===== src/rtl/alu_seq.sv =====
// alu_seq: registered ALU with a start/done handshake.
// Single-cycle AND, OR, ADD, SUB, SLT and NOR; illegal opcodes complete in
// one cycle with err_o set. Defining ALU_MUL_EN compiles in an unsigned
// iterative shift-add multiply (ctrl 1000) that takes WIDTH cycles; without
// it, ctrl 1000 is treated as illegal and the block is always ready.
module alu_seq #(
  parameter int WIDTH = 32
) (
  input  logic             clk_i,
  input  logic             rst_i,
  input  logic             start_i,
  input  logic [3:0]       ctrl_i,
  input  logic [WIDTH-1:0] src1_i,
  input  logic [WIDTH-1:0] src2_i,
  output logic             ready_o,
  output logic             done_o,
  output logic [WIDTH-1:0] result_o,
  output logic             zero_o,
  output logic             cout_o,
  output logic             overflow_o,
  output logic             err_o
);

  localparam logic [3:0] OP_AND = 4'b0000;
  localparam logic [3:0] OP_OR  = 4'b0001;
  localparam logic [3:0] OP_ADD = 4'b0010;
  localparam logic [3:0] OP_SUB = 4'b0110;
  localparam logic [3:0] OP_SLT = 4'b0111;
  localparam logic [3:0] OP_NOR = 4'b1100;
`ifdef ALU_MUL_EN
  localparam logic [3:0] OP_MUL = 4'b1000;
  localparam int CNT_W = $clog2(WIDTH + 1);

  typedef enum logic {S_IDLE, S_MUL} state_t;

  state_t             state;
  logic [2*WIDTH-1:0] mcand;
  logic [WIDTH-1:0]   mplier;
  logic [2*WIDTH-1:0] product;
  logic [CNT_W-1:0]   cnt;
  logic [2*WIDTH-1:0] product_next;
  logic [CNT_W-1:0]   cnt_next;
`endif

  logic             sub;
  logic [WIDTH-1:0] b_eff;
  logic [WIDTH:0]   sum;
  logic             add_ovf;
  logic [WIDTH-1:0] alu_res;
  logic             alu_cout;
  logic             alu_ovf;
  logic             illegal;
  logic             is_mul;
  logic             accept;

  // Shared adder: SUB and SLT both use A + ~B + 1.
  assign sub     = (ctrl_i == OP_SUB) || (ctrl_i == OP_SLT);
  assign b_eff   = src2_i ^ {WIDTH{sub}};
  assign sum     = {1'b0, src1_i} + {1'b0, b_eff} + {{WIDTH{1'b0}}, sub};
  assign add_ovf = (src1_i[WIDTH-1] == b_eff[WIDTH-1]) &&
                   (sum[WIDTH-1] != src1_i[WIDTH-1]);

`ifdef ALU_MUL_EN
  assign ready_o = (state == S_IDLE);
  // One shift-add step: add the shifted multiplicand when the multiplier LSB is set.
  assign product_next = product + (mplier[0] ? mcand : '0);
  assign cnt_next     = cnt + CNT_W'(1);
`else
  assign ready_o = 1'b1;
`endif

  assign accept = start_i && ready_o;
  assign zero_o = (result_o == '0);

  // Decode the opcode and form the single-cycle result and flags.
  always_comb begin
    // NOTE: every output of this block gets a default first so no path leaves it unassigned (no latch).
    alu_res  = '0;
    alu_cout = 1'b0;
    alu_ovf  = 1'b0;
    illegal  = 1'b0;
    is_mul   = 1'b0;
    case (ctrl_i)
      OP_AND: alu_res = src1_i & src2_i;
      OP_OR:  alu_res = src1_i | src2_i;
      OP_NOR: alu_res = ~(src1_i | src2_i);
      OP_ADD, OP_SUB: begin
        alu_res  = sum[WIDTH-1:0];
        alu_cout = sum[WIDTH];
        alu_ovf  = add_ovf;
      end
      // True sign of A-B is the difference MSB corrected by the overflow.
      OP_SLT: alu_res = {{(WIDTH-1){1'b0}}, sum[WIDTH-1] ^ add_ovf};
`ifdef ALU_MUL_EN
      OP_MUL: is_mul = 1'b1;
`endif
      default: illegal = 1'b1;
    endcase
  end

  // Control and result registers: accept, single-cycle completion, and the MUL iteration.
  always_ff @(posedge clk_i or posedge rst_i) begin
    if (rst_i) begin
      done_o     <= 1'b0;
      result_o   <= '0;
      cout_o     <= 1'b0;
      overflow_o <= 1'b0;
      err_o      <= 1'b0;
`ifdef ALU_MUL_EN
      // NOTE: the multiply datapath registers are cleared too, so an abandoned MUL leaves no residue.
      state      <= S_IDLE;
      mcand      <= '0;
      mplier     <= '0;
      product    <= '0;
      cnt        <= '0;
`endif
    end else begin
      // NOTE: non-blocking assignments throughout; the later done_o <= 1 overrides this default.
      done_o <= 1'b0;
      if (accept && !is_mul) begin
        result_o   <= illegal ? '0 : alu_res;
        cout_o     <= alu_cout;
        overflow_o <= alu_ovf;
        err_o      <= illegal;
        done_o     <= 1'b1;
      end
`ifdef ALU_MUL_EN
      if (accept && is_mul) begin
        mcand   <= {{WIDTH{1'b0}}, src1_i};
        mplier  <= src2_i;
        product <= '0;
        cnt     <= '0;
        state   <= S_MUL;
      end
      // start_i is ignored here because accept requires ready_o.
      if (state == S_MUL) begin
        product <= product_next;
        mcand   <= mcand << 1;
        mplier  <= mplier >> 1;
        cnt     <= cnt_next;
        if (cnt_next == CNT_W'(WIDTH)) begin
          result_o   <= product_next[WIDTH-1:0];
          overflow_o <= |product_next[2*WIDTH-1:WIDTH];
          cout_o     <= 1'b0;
          err_o      <= 1'b0;
          done_o     <= 1'b1;
          state      <= S_IDLE;
        end
      end
`endif
    end
  end

endmodule


===== config.mk =====
export PLATFORM = sky130hd
export DESIGN_NAME = alu_seq
export DESIGN_NICKNAME = d
export VERILOG_FILES = /design/src/rtl/alu_seq.sv
export SDC_FILE = /design/constraint.sdc
export NUM_CORES = 1
export LEC_CHECK = 0
export BUFFER_PORTS_ARGS = -buffer_cell sky130_fd_sc_hd__buf_4
export CAP_MARGIN = 10
export CORE_MARGIN = 2
export CORE_UTILIZATION = 49
export CTS_CLUSTER_SIZE = 28
export DETAILED_ROUTE_END_ITERATION = 10
export PLACE_DENSITY = 0.86
export SYNTH_ARGS = -nofsm -noshare
export SYNTH_HDL_FRONTEND = slang
export SYNTH_SLANG_ARGS = --single-unit

===== constraint.sdc =====
create_clock -name clk_i -period 1.1 [get_ports clk_i]
set_input_delay 0.11 -clock clk_i [delete_from_list [all_inputs] [get_ports clk_i]]
set_output_delay 0.11 -clock clk_i [all_outputs]
set_load 0.02 [all_outputs]

==> out/results.ini, run 1 <==
[grt]
grt_start_max_net_pins = 37
grtUsageTotal_pct = 69.7
grt_remaining_overflow = 6
grt_pass1_wl_mm = 51.2
first_global_vias = 8458

[synth]
ys_seq_elements = 36
avgSynthCellArea_um2 = 7.55
synthSimpleGateAreaFrac_pct = 16.7
ys_types = 61
synth_edf_count = 0
ys.flop_type = dfrtp_1
synth_top_area_cell = dfrtp_1
yosysTopAreaCellShare_pct = 20.5
muxShareOfSynthArea_pct = 0.456
synth-xor-area-share_pct = 11.2
synthCells = 581
yosysSeqAreaShare_pct = 20.5
synth_top_family_by_area = compound AO/OA/AOI/OAI gates
synthAdderAreaFrac_pct = 10.4
syn-num-nets = 687
syn_area_mm2 = 0.00439
synth-async-reset-ratio_pct = 100
ys.warnings.count = 0
synthTopCellsByArea = dfrtp_1 21%, a21oi_1 13%, ha_1 9.7%
synth-compound-area-share_pct = 36.1

[cts]
cts_buffers = 5
cts-htree-levels = 2
cts_buffer_depth = 2
cts_sinks = 36
cts_root_buf = clkbuf_8

[die]
die_h_um = 98.6
fp.dieW_um = 98.6
initial_core_util_pct = 50.3
rows = 34
io-pin-count = 109

[run_status]
error = [ERROR GRT-0116] Global routing finished with congestion. Check the congestion regions in the DRC Viewer.
stop_stage = global routing
status = stopped before the end

[placed_design]
portBuffers = 107
place_inst = 948
postPlaceCellArea_mm2 = 0.00681
dp_hpwl_mm = 14.1
place.gp.congestion = 1.09

[synthesized netlist by cell type, types with 2 or more instances]
| cell type | number |
|---|---|
| o2bb2ai_1 | 7 |
| a31oi_1 | 7 |
| buf_2 | 2 |
| nor2_1 | 28 |
| o2111ai_1 | 2 |
| mux2i_1 | 2 |
| and2_1 | 4 |
| nor3_1 | 27 |
| ha_1 | 34 |
| xor2_1 | 13 |
| nor4_1 | 9 |
| a21boi_0 | 2 |
| nand3b_1 | 3 |
| o31ai_1 | 4 |
| clkbuf_1 | 29 |
| or3_1 | 5 |
| inv_1 | 12 |
| and3_1 | 4 |
| a21oi_1 | 114 |
| a21o_1 | 10 |
| o21ai_0 | 31 |
| nand4_1 | 7 |
| xnor2_1 | 43 |
| o21ai_1 | 11 |
| buf_1 | 4 |
| o211ai_1 | 32 |
| o21bai_1 | 3 |
| nand2b_1 | 4 |
| o21a_1 | 5 |
| o41ai_1 | 2 |
| nand2_1 | 43 |
| dfrtp_1 | 36 |
| nand3_1 | 8 |
| o311ai_0 | 7 |
[per-layer routing]
metal | GRT usage (%) | overflow
met5 | 6.67 | 0
met4 | 69.1 | 3
met3 | 46.9 | 0
met2 | 90.4 | 3
met1 | 72.2 | 0
[logic make-up after synthesis]
| family | Yosys count |
|---|---|
| AO/OA/AOI/OAI | 252 |
| XOR/XNOR | 56 |
| buffers and inverters | 49 |
| AND/OR/NAND/NOR | 149 |
| adder cells (fa/ha/maj) | 36 |
| multiplexers | 2 |
| flip-flops | 36 |
| other | 1 |
[per-stage QoR]
| stage | TNS, ps | setup slack, ps | utilization, % |
|---|---|---|---|
| after floorplan | -39400 | -1460 | - |
| after global placement | -49370 | -1740 | 78.1 |
| after detailed placement | -53130 | -1860 | 78.1 |
| after CTS | -37220 | -1330 | 92.1 |
[timing repair]
action,in CTS
setup buffers,40
setup endpoints to repair,49
gates resized for setup,176
pin swaps,50
hold buffers,2
hold endpoints to repair,37
cloned,3
==> run 2: changes to the inputs <==
--- a/config.mk
+++ b/config.mk
@@ -8,10 +8,9 @@
 export BUFFER_PORTS_ARGS = -buffer_cell sky130_fd_sc_hd__buf_4
 export CAP_MARGIN = 10
 export CORE_MARGIN = 2
-export CORE_UTILIZATION = 49
-export CTS_CLUSTER_SIZE = 28
+export CORE_UTILIZATION = 34
 export DETAILED_ROUTE_END_ITERATION = 10
-export PLACE_DENSITY = 0.86
+export PLACE_DENSITY_LB_ADDON = 0.15
 export SYNTH_ARGS = -nofsm -noshare
 export SYNTH_HDL_FRONTEND = slang
 export SYNTH_SLANG_ARGS = --single-unit
==> run 2 against run 1 <==
- the flow now finishes, with violations (negative setup slack)
- synthesized cell count is the same
- area after synthesis is the same
==> out/results.ini, run 2 <==
[power]
ir_worst_vdd_v = 0.000697
clkPwrFrac_pct = 19.5
seqPwrFrac_pct = 19.6
p_int_w = 0.00476
p_sw_share_pct = 38.6
switchingPower_w = 0.00299
p_per_area_mw_per_mm2 = 969
p_comb_share_pct = 60.8
leakage_nw = 3.53

[setup_path]
reg2reg_slack_ps = -180
r2r_cells = 4
crit_path_end_kind = flop
critPathLaunchType = primary input
crit_required_ps = 1270
crit_type = primary input to flop
path_max_fanout = 8
worstPathArrival_ps = 2680

[synth]
synth-async-reset-ratio_pct = 100  ; unchanged
synthTopCellsByArea = dfrtp_1 21%, a21oi_1 13%, ha_1 9.7%
yosysTopAreaCellShare_pct = 20.5  ; unchanged
synth_edf_count = 0  ; unchanged
yosysSeqAreaShare_pct = 20.5  ; unchanged
synth.most_common_cell = a21oi_1
ys.warnings.count = 0  ; unchanged
synth_top_area_cell = dfrtp_1
ys.flop_type = dfrtp_1
syn_area_mm2 = 0.00439  ; unchanged
syn-num-nets = 687  ; unchanged
synthTopCellsByCount = 114 x a21oi_1, 43 x nand2_1, 43 x xnor2_1, 36 x dfrtp_1, 34 x ha_1
synthCells = 581  ; unchanged
ys_types = 61  ; unchanged
avgSynthCellArea_um2 = 7.55  ; unchanged
ys_seq_elements = 36  ; unchanged

[finish]
diodes = 0
largest_reg_flops = 32
final_cell_mix = 288 x buf_4, 91 x a21oi_1, 38 x buf_6, 34 x nand2_1
layout-area-overhead-vs-synth_pct = 82.5
nFillCells = 1037
regMostFlops = result_o
fin_nets = 989
layout.cells.non_filler = 1056
final_common_cell = buf_4
fin_util_pct = 63.4
final_cell_area_mm2 = 0.00801
drive_gt1_share_pct = 51.7

[sta]
finalCritPeriodShare_pct = 228
whs_ps = 79.5
fmax_mhz = 399
fin_ws_ps = -1410
rsz0062_at_grt = true
clock_skew_ps = 0
drv_slew = 0
period_minus_slack_ps = 2510
hold_viol_final = 0
report.final.setup_viol = 35

[grt]
grtUsageTotal_pct = 25.5
grt.met3_usage_pct = 3.34
grt_remaining_overflow = 0
grt_use_met1_pct = 32.4
busiest_layer = met2
grt_antenna_before_repair = 0
use_met2_pct = 44.9
grt_pass1_wl_mm = 28.9
first_global_vias = 5810
grt_start_max_net_pins = 37

[placed_design]
portBuffers = 107  ; unchanged
dp_hpwl_mm = 14.0  ; -0.74%
postPlaceCellArea_mm2 = 0.00696  ; +2.2%
place_inst = 1021  ; +7.7%
dp_worst_setup_slack_ps = -1830  ; +28.9 ps
place.gp.congestion = 0.995  ; -8.8%

[drt]
vias = 5813
wire_per_inst_um = 17.7
drc_errors = 0
viasPerCell = 5.50
firstDrtPassIters = 7
detail-route-antenna-nets = 0
drt-total-wl_mm = 18.7
dr.first_iter.drc_count = 264

[cts]
cts_tree = built
cts-htree-levels = 2  ; unchanged
insertion_delay_ps = 280
clk_pin_slew_ps = 60
cts_root_buf = clkbuf_16
cts_buffers = 5  ; unchanged
cts_sinks = 36  ; unchanged
cts_buffer_depth = 2  ; unchanged

[run_status]
violations = negative setup slack
status = complete, but fails checks

[die]
die_h_um = 118  ; +19%
core-area_mm2 = 0.0126
rows = 41  ; +21%
io-pin-count = 109  ; unchanged
initial_core_util_pct = 34.8  ; -16 points
die_area_mm2 = 0.0138
fp.dieW_um = 118  ; +19%

[flow_run]
cap_violations = 0

[worst_hold_path]
hold_path_depth = 2
hold_class = primary input to flop

==> run 2: what timing repair did <==
item,in CTS,in global routing
resized for setup,59,90
hold buffers,1,0
setup buffers,18,10
cloned,1,0
hold endpoints to repair,36,0
pin swaps,34,52
setup endpoints to repair,41,46
==> run 2: metrics by stage <==
step / TNS [ps] / total power (W)
floorplan: -39400 / 0.00352
global placement: -50520 / 0.00536
detailed placement: -51290 / 0.00540
CTS: -38470 / 0.00725
global route: -42460 / 0.00813
finish: -39150 / 0.00775
==> run 2: final timing paths <==
path / startpoint / endpoint
worst max-delay path: ctrl_i[3] / result_o[25]
worst min-delay path: start_i / done_o
worst max register to register: result_o[18] / result_o[18]
worst min register to register: err_o / err_o
max in group asynchronous: rst_i / result_o[19]
min in group asynchronous: rst_i / result_o[10]
==> run 2: cells by family after synthesis <==
kind of cell	share of synthesized area, %
other cells	0.0855
simple gates	16.7
buf+inv	4.51
fa+ha+maj	10.4
mux	0.457
compound gates	36.1
xor+xnor	11.2
flops	20.5
==> run 2: power groups by stage <==
stage | clock [W] | combinational [W] | sequential (W)
after global placement | 0 | 0.00383 | 0.00153
after detailed placement | 0 | 0.00388 | 0.00153
final | 0.00151 | 0.00472 | 0.00152
after floorplan | 0 | 0.00186 | 0.00165
after global routing | 0.00157 | 0.00503 | 0.00153
after CTS | 0.00152 | 0.00422 | 0.00151
==> run 2: cell type report <==
type / count / area [µm²] / area share, %
clock buffers: 8 / 146 / 1.83
inverters: 12 / 45.0 / 0.563
multi-input cells: 496 / 3980 / 49.7
flip-flops and latches: 36 / 911 / 11.4
well taps: 172 / 215 / 2.69
repair buffers: 332 / 2710 / 33.8
==> run 2: per-layer routing <==
metal  share of wire [%]  wire length [µm]
met1                  43              8120
met2                  50              9380
met3                 4.5               849
met4                 1.7               321
met5                   0                 0
==> run 2: critical path, stage by stage <==
cell	delay, ps
buf_6	90
nand3b_1	160
buf_6	160
buf_12	150
xnor2_2	130
ha_1	330
buf_4	160
nand2_4	70
buf_4	120
nor2_2	40
or3_1	370
o21ai_2	110
nor4_4	90
a311oi_2	320
xor2_1	200
o21ai_1	70
Note: power is estimated with default switching activity, not from simulation.
